===== src/rtl/serial_full_subtractor.sv =====
// Bit-serial subtractor: one full-subtractor cell, one borrow flop.
// Produces diff = a - b LSB first over WIDTH cycles.
module serial_full_subtractor #(
  parameter int WIDTH = 8
) (
  input  logic             clk,
  input  logic             rst,
  input  logic             start,
  input  logic [WIDTH-1:0] a,
  input  logic [WIDTH-1:0] b,
  output logic             busy,
  output logic             done,
  output logic [WIDTH-1:0] diff,
  output logic             bout,
  output logic             ser_d,
  output logic             ser_valid
);

  localparam int CW = (WIDTH > 2) ? $clog2(WIDTH) : 1;
  localparam logic [CW-1:0] LAST = CW'(WIDTH - 1);

  typedef enum logic [1:0] {
    S_IDLE  = 2'd0,
    S_SHIFT = 2'd1,
    S_DONE  = 2'd2
  } state_t;

  state_t           r_state;
  state_t           w_next;
  logic [WIDTH-1:0] r_sa;
  logic [WIDTH-1:0] r_sb;
  logic [WIDTH-1:0] r_shadow;
  logic [WIDTH-1:0] r_diff;
  logic             r_bout;
  logic             r_borrow;
  logic [CW-1:0]    r_cnt;
  logic             w_x;
  logic             w_y;
  logic             w_d;
  logic             w_bn;
  logic [WIDTH-1:0] w_shadow_nx;

  assign w_x = r_sa[0];
  assign w_y = r_sb[0];
  assign w_d = w_x ^ w_y ^ r_borrow;
  assign w_bn = (~w_x & w_y) | (~(w_x ^ w_y) & r_borrow);
  assign w_shadow_nx = {w_d, r_shadow[WIDTH-1:1]};

  always_ff @(posedge clk) begin
    if (rst) r_state <= S_IDLE;
    else     r_state <= w_next;
  end

  always_comb begin
    w_next = r_state;
    unique case (r_state)
      S_IDLE:  if (start) w_next = S_SHIFT;
      S_SHIFT: if (r_cnt == LAST) w_next = S_DONE;
      S_DONE:  w_next = S_IDLE;
      default: w_next = S_IDLE;
    endcase
  end

  always_ff @(posedge clk) begin
    if (rst) begin
      r_sa     <= '0;
      r_sb     <= '0;
      r_shadow <= '0;
      r_diff   <= '0;
      r_bout   <= 1'b0;
      r_borrow <= 1'b0;
      r_cnt    <= '0;
    end else begin
      unique case (r_state)
        S_IDLE: begin
          if (start) begin
            r_sa     <= a;
            r_sb     <= b;
            r_borrow <= 1'b0;
            r_cnt    <= '0;
          end
        end
        S_SHIFT: begin
          r_sa     <= r_sa >> 1;
          r_sb     <= r_sb >> 1;
          r_shadow <= w_shadow_nx;
          r_borrow <= w_bn;
          r_cnt    <= r_cnt + 1'b1;
          if (r_cnt == LAST) begin
            r_diff <= w_shadow_nx;
            r_bout <= w_bn;
          end
        end
        default: ;
      endcase
    end
  end

  always_comb begin
    busy      = (r_state != S_IDLE);
    done      = (r_state == S_DONE);
    ser_valid = (r_state == S_SHIFT);
    ser_d     = w_d;
    diff      = r_diff;
    bout      = r_bout;
  end

endmodule


===== config.mk =====
export PLATFORM = sky130hd
export DESIGN_NAME = serial_full_subtractor
export DESIGN_NICKNAME = d
export VERILOG_FILES = /design/src/rtl/serial_full_subtractor.sv
export SDC_FILE = /design/constraint.sdc
export NUM_CORES = 1
export LEC_CHECK = 0
export BUFFER_PORTS_ARGS = -buffer_cell sky130_fd_sc_hd__clkbuf_2
export CORE_ASPECT_RATIO = 1.5
export CORE_UTILIZATION = 57
export CTS_BUF_LIST = sky130_fd_sc_hd__clkbuf_8 sky130_fd_sc_hd__clkbuf_16
export DETAILED_ROUTE_END_ITERATION = 12
export HOLD_SLACK_MARGIN = 0.03
export PLACE_DENSITY = 0.83
export SLEW_MARGIN = 10
export SYNTH_ARGS = -nofsm -noshare
export SYNTH_HDL_FRONTEND = slang
export SYNTH_SLANG_ARGS = --single-unit

===== constraint.sdc =====
create_clock -name clk -period 2.2 [get_ports clk]
set_clock_uncertainty 0.2 [all_clocks]
set_input_delay 0.33 -clock clk [delete_from_list [all_inputs] [get_ports clk]]
set_output_delay 0.33 -clock clk [all_outputs]
set_load 0.1 [all_outputs]

==> results_dict.tcl, run 1 <==
set metrics [dict create \
    insertedDiodeCount 0 \
    fin_crit_ns 2.06 \
    r2r-end "r_sb[6]" \
    synth.area.top_cells "dfxtp_1 49%, a21oi_1 9.7%, o221a_1 7.2%" \
    critPathCaptureType "output pin" \
    grt_pass1_wl_mm 4.97 \
    hold_buffers 0 \
    route.detailed.drc 0 \
    io_pins 32 \
    tightest_slew_ns 0.715 \
    period_share_pct 93.7 \
    synth.top_cells.by_count "38 x dfxtp_1, 30 x a21oi_1, 23 x nand2_1" \
    seq_area_frac_synth_pct 49.0 \
    grt_use_total_pct 23.6 \
    viasPerCell 5.42 \
    ys_seq_elements 38 \
    rr_startpoint "r_state[0]" \
    drive_above_1_share_pct 24.4 \
    antenna_found_initial 0 \
    arrival_ns 1.53 \
    clock-sinks 38 \
    die_area_sq_um 2940 \
    postRouteAntennaNets 0 \
    first_pass_iters 4 \
    core-area_sq_um 2500 \
    cts_resized 0 \
    dp_hpwl_mm 2.23 \
    final_nets 219 \
    setup_viol 0 \
    synthFlopType "dfxtp_1" \
    power.density_nw_per_um2 779 \
    clockBufferDepth 2 \
    dr.first_iter.drc_count 34 \
    r2r_slack_ns 0.47 \
    cts_made_buffers 5 \
    clkSlewWorstSetupHoldPaths_ns 0.07 \
    grt_max_degree 39 \
    die_x_um 44.6 \
    critPathMaxFanout 35 \
    cts_root_buffer "clkbuf_8" \
    syn_inst 169 \
    setup.worst_path.start "r_state[0]" \
    cp-endpoint "ser_valid" \
    p_total_mw 1.38 \
    wl_met3_um 137 \
    ff2ff_path_depth 4 \
    num_vias 1264 \
    synth_top_cell_by_area "dfxtp_1" \
    num_rows 22 \
    hp-class "in -> reg" \
    synth_top_area_share_pct 49.0 \
    cts_tree "yes" \
    syn_area_sq_um 1550 \
    synth.net_count 191 \
    finalSetupTns_ns 0 \
    finalWeightedCongestion 0.743 \
    area_growth_pct 14.3 \
    synthArstFlopShare_pct 0 \
    avgRoutedWirePerCell_um 13.6 \
    slew_viol_final 0 \
    path_class "reg -> out" \
    maxCapViolations 0 \
    start_util_pct 62.0 \
    fmax_mhz 485 \
    top_layer "met4" \
    yosysUniqueCellTypes 27 \
    yosysWarnings 0 \
    required_ns 1.67 \
    htreeDepth 2 \
    routed_wl_mm 3.16 \
    first_global_vias 1218 \
    clk_latency_ns 0.29 \
    dpl_cell_area_sq_um 1700 \
    die_h_um 66.0 \
    slew_headroom_pct 52.3 \
    route.met2.wl_mm 1.66 \
    startpoint_type "register" \
    leakage_nw 0.717 \
    synth_edf_count 0 \
    rsz0062_at_grt "no" \
    status "completed" \
    yosysMostFrequentCell "dfxtp_1" \
    hold_viol 0 \
    ir_drop_v 0.000530 \
    post-cts-setup-buffer-count 0 \
    io_buffers 31 \
    finalInstanceArea_sq_um 1780 \
    grt_overflow 0 \
    synth.avg_cell_area_sq_um 9.20 \
    wl_met1_mm 1.23 \
]
-- worst min path at each step --
stage / start / end / slack, ns / cells past startpoint
detailed placement: diff[2] / diff[2] / 0.25 / 2
floorplan: r_shadow[1] / r_shadow[1] / 0.24 / 2
finish: a[7] / r_sa[7] / 0.10 / 3
global placement: diff[3] / diff[3] / 0.24 / 2
global route: b[4] / r_sb[4] / 0.10 / 2
CTS: a[7] / r_sa[7] / 0.10 / 3
-- per-stage QoR --
stage	util [%]	cells	worst slack, ns	hold slack (ns)
global route	70.9	233	0.0511	0.104
finish	70.9	233	0.139	0.105
floorplan	-	169	0.115	0.237
global placement	67.7	226	0.496	0.243
CTS	70.9	233	0.136	0.104
detailed placement	67.7	226	0.447	0.250
-- power breakdown --
part | internal (mW) | switching [mW] | total [mW]
clock | 0.212 | 0.229 | 0.441
sequential | 0.720 | 0.0213 | 0.741
combinational | 0.0744 | 0.127 | 0.202
-- area by class of cell --
class	count	area [sq um]
clock inverter	2	10.0
sequential	38	761
multi-input combinational	101	631
inverter	18	72.6
tap	36	45.0
clock buffer	5	68.8
fill	202	729
timing repair buffer	33	188
-- routing by layer --
layer	GRT usage (%)	up-vias
met5	0	-
met4	15.2	0
met3	8.20	10
met2	39.9	34
met1	23.7	583
li1	-	637
-- cell families after synthesis --
family | Yosys count | synth area share [%]
compound gates | 53 | 24.7
fa+ha+maj | 3 | 2.90
simple gates | 45 | 12.8
buf+inv | 30 | 10.6
flops | 38 | 49.0
-- worst max-delay path: stages, from the launching register on --
cell	delay, ns
dfxtp_1	0.51
nand2b_4	0.15
inv_6	0.22
buf_4	0.34
-- sequential cells by signal (all words and copies together), names as in the netlist --
name,flops
diff,8
r_borrow,1
r_state,2
r_cnt,3
bout,1
r_sa,8
r_shadow,7
r_sb,8
-- placed cells by master, fill, tap and decap left out, drive strengths merged --
master,instances
dfxtp,38
nand3,8
a311oi,1
a211oi,2
fa,1
buf,4
nand2,23
a22oi,4
nor2b,1
a2bb2oi,1
inv,18
clkinv,2
a21oi,30
ha,2
nand2b,1
nor3b,1
o221a,14
clkbuf,34
o21bai,1
nand3b,1
nor2,10
No activity file was read; power rests on OpenSTA's default activity.
==> run 2, diff against run 1 <==
--- a/config.mk
+++ b/config.mk
@@ -11,7 +11,7 @@
 export CTS_BUF_LIST = sky130_fd_sc_hd__clkbuf_8 sky130_fd_sc_hd__clkbuf_16
 export DETAILED_ROUTE_END_ITERATION = 12
 export HOLD_SLACK_MARGIN = 0.03
-export PLACE_DENSITY = 0.83
+export PLACE_DENSITY = 0.85
 export SLEW_MARGIN = 10
 export SYNTH_ARGS = -nofsm -noshare
 export SYNTH_HDL_FRONTEND = slang
==> run 2 against run 1 <==
Compared with the run above:
- routed wire length rose by 3.2%
- sequential share of layout area fell by 0.71 points
- cell area rose by 1.7%
- critical path depth did not move
- sequential power barely moved
- combinational power barely moved
- non-clock buffer count did not move
- first-iteration DRC count fell by 24%
- maximum frequency fell by 0.15%
- utilization rose by 1.2 points
- setup slack got worse by 0.0030 ns
- critical path type unchanged
- largest power group unchanged
==> results_dict.tcl, run 2 (synthesized netlist as in run 1, its figures left out) <==
set metrics [dict create \
    pwr-share-comb_pct 13.4 \
    worst_path_largest_cell_delay_ns 0.62 \
    maxCapViolations 0 \
    final_nets 219 \
    num_vias 1288 \
    antenna_found_initial 0 \
    tightest_slew_ns 0.715 \
    period_share_pct 93.8 \
    post-cts-setup-buffer-count 0 \
    hold_buffers 0 \
    critPathCaptureType "output pin" \
    die_area_sq_um 2940 \
    startpoint_type "register" \
    insertedDiodeCount 0 \
    core-area_sq_um 2500 \
    slew_headroom_pct 52.3 \
    p_sw_share_pct 25.8 \
    first_global_vias 1189 \
    start_util_pct 62.0 \
    crit_chain "inv_1, fa_1, buf_12" \
    internal_power_mw 1.13 \
    fmax_mhz 485 \
    power.density_nw_per_um2 842 \
    clkSlewWorstSetupHoldPaths_ns 0.07 \
    cts_made_buffers 5 \
    setup_viol 0 \
    finalSetupTns_ns 0 \
    final_util_pct 72.1 \
    dp_hpwl_mm 2.17 \
    routed_wl_mm 3.26 \
    dp.cells 226 \
    avgRoutedWirePerCell_um 13.9 \
    grt_pass1_wl_mm 5.28 \
    arrival_ns 1.53 \
    io_buffers 31 \
    hold_viol 0 \
    viasPerCell 5.50 \
    path_class "reg -> out" \
    grt_use_total_pct 25.5 \
    clk_latency_ns 0.29 \
    cts_root_buffer "clkbuf_8" \
    area_growth_pct 16.2 \
    clockBufferDepth 2 \
    io_pins 32 \
    status "completed" \
    timing.critical_path.slowest_stage_cell "fa_1" \
    hold_ws_ns 0.0896 \
    drive_above_1_share_pct 24.7 \
    ir_drop_v 0.000579 \
    finalWeightedCongestion 0.766 \
    grt_max_degree 39 \
    slew_viol_final 0 \
    leakage_nw 0.731 \
    die_x_um 44.6 \
    clock-sinks 38 \
    required_ns 1.67 \
    seq_power_share_pct 48.8 \
    p_clk_share_pct 37.8 \
    first_pass_iters 4 \
    die_h_um 66.0 \
    cts_tree "yes" \
    rsz0062_at_grt "no" \
    postRouteAntennaNets 0 \
    cts_resized 0 \
    critPathMaxFanout 3 \
    num_rows 22 \
    route.detailed.drc 0 \
    final_common_cell "dfxtp_1" \
    power.switching_mw 0.392 \
    htreeDepth 2 \
    fin_crit_ns 2.06 \
    hp-class "in -> reg" \
    final_cell_count_no_fill 234 \
    mostFrequentLayoutCells "38 x dfxtp_1, 30 x a21oi_1, 29 x clkbuf_2" \
    grt_overflow 0 \
    dr.first_iter.drc_count 26 \
]
run 2: power groups by stage:
stage	logic, mW	clock network [mW]	registers (mW)
3_3_place_gp	0.197	0	0.754
6_report	0.204	0.574	0.742
5_1_grt	0.219	0.619	0.744
3_5_place_dp	0.202	0	0.756
4_1_cts	0.205	0.589	0.741
2_1_floorplan	0.165	0	0.748
run 2: worst paths after layout:
check                   from  depth (start not counted)       to  slack (ns)
hold reg to reg      diff[7]                          2  diff[7]        0.26
setup reg to reg  r_state[0]                          4  r_sa[6]        0.49
setup / recovery     r_sb[0]                          3    ser_d        0.14
hold / removal          b[7]                          3  r_sb[7]        0.09
run 2: final cells by class:
| cell class | count | area [sq um] |
|---|---|---|
| Clock buffer | 5 | 68.8 |
| Clock inverter | 3 | 40.0 |
| Fill cell | 206 | 699 |
| Inverter | 18 | 72.6 |
| Multi-Input combinational cell | 101 | 631 |
| Sequential cell | 38 | 761 |
| Tap cell | 36 | 45.0 |
| Timing Repair Buffer | 33 | 188 |
run 2: layer usage:
| metal | GRT usage, % | part of all wire (%) | vias to the layer above |
|---|---|---|---|
| li1 | - | - | 640 |
| met1 | 25.8 | 39 | 607 |
| met2 | 45.8 | 54 | 34 |
| met3 | 8.20 | 4.8 | 7 |
| met4 | 11.4 | 1.8 | 0 |
| met5 | 0 | 0 | - |
run 2: worst max-delay path: cells and delay by family, from the launching register on:
family,cells,cell delay (ns)
adders and majority gates,1,0.62
DFF,1,0.35
buffers and inverters,2,0.26
run 2: per-stage QoR:
| stage | area (sq um) | power, mW | setup slack, ns |
|---|---|---|---|
| 4_1_cts | 1810 | 1.53 | 0.135 |
| 2_1_floorplan | 1560 | 0.913 | 0.115 |
| 3_3_place_gp | 1700 | 0.951 | 0.503 |
| 3_5_place_dp | 1700 | 0.958 | 0.460 |
| 6_report | 1810 | 1.52 | 0.136 |
| 5_1_grt | 1810 | 1.58 | 0.0539 |
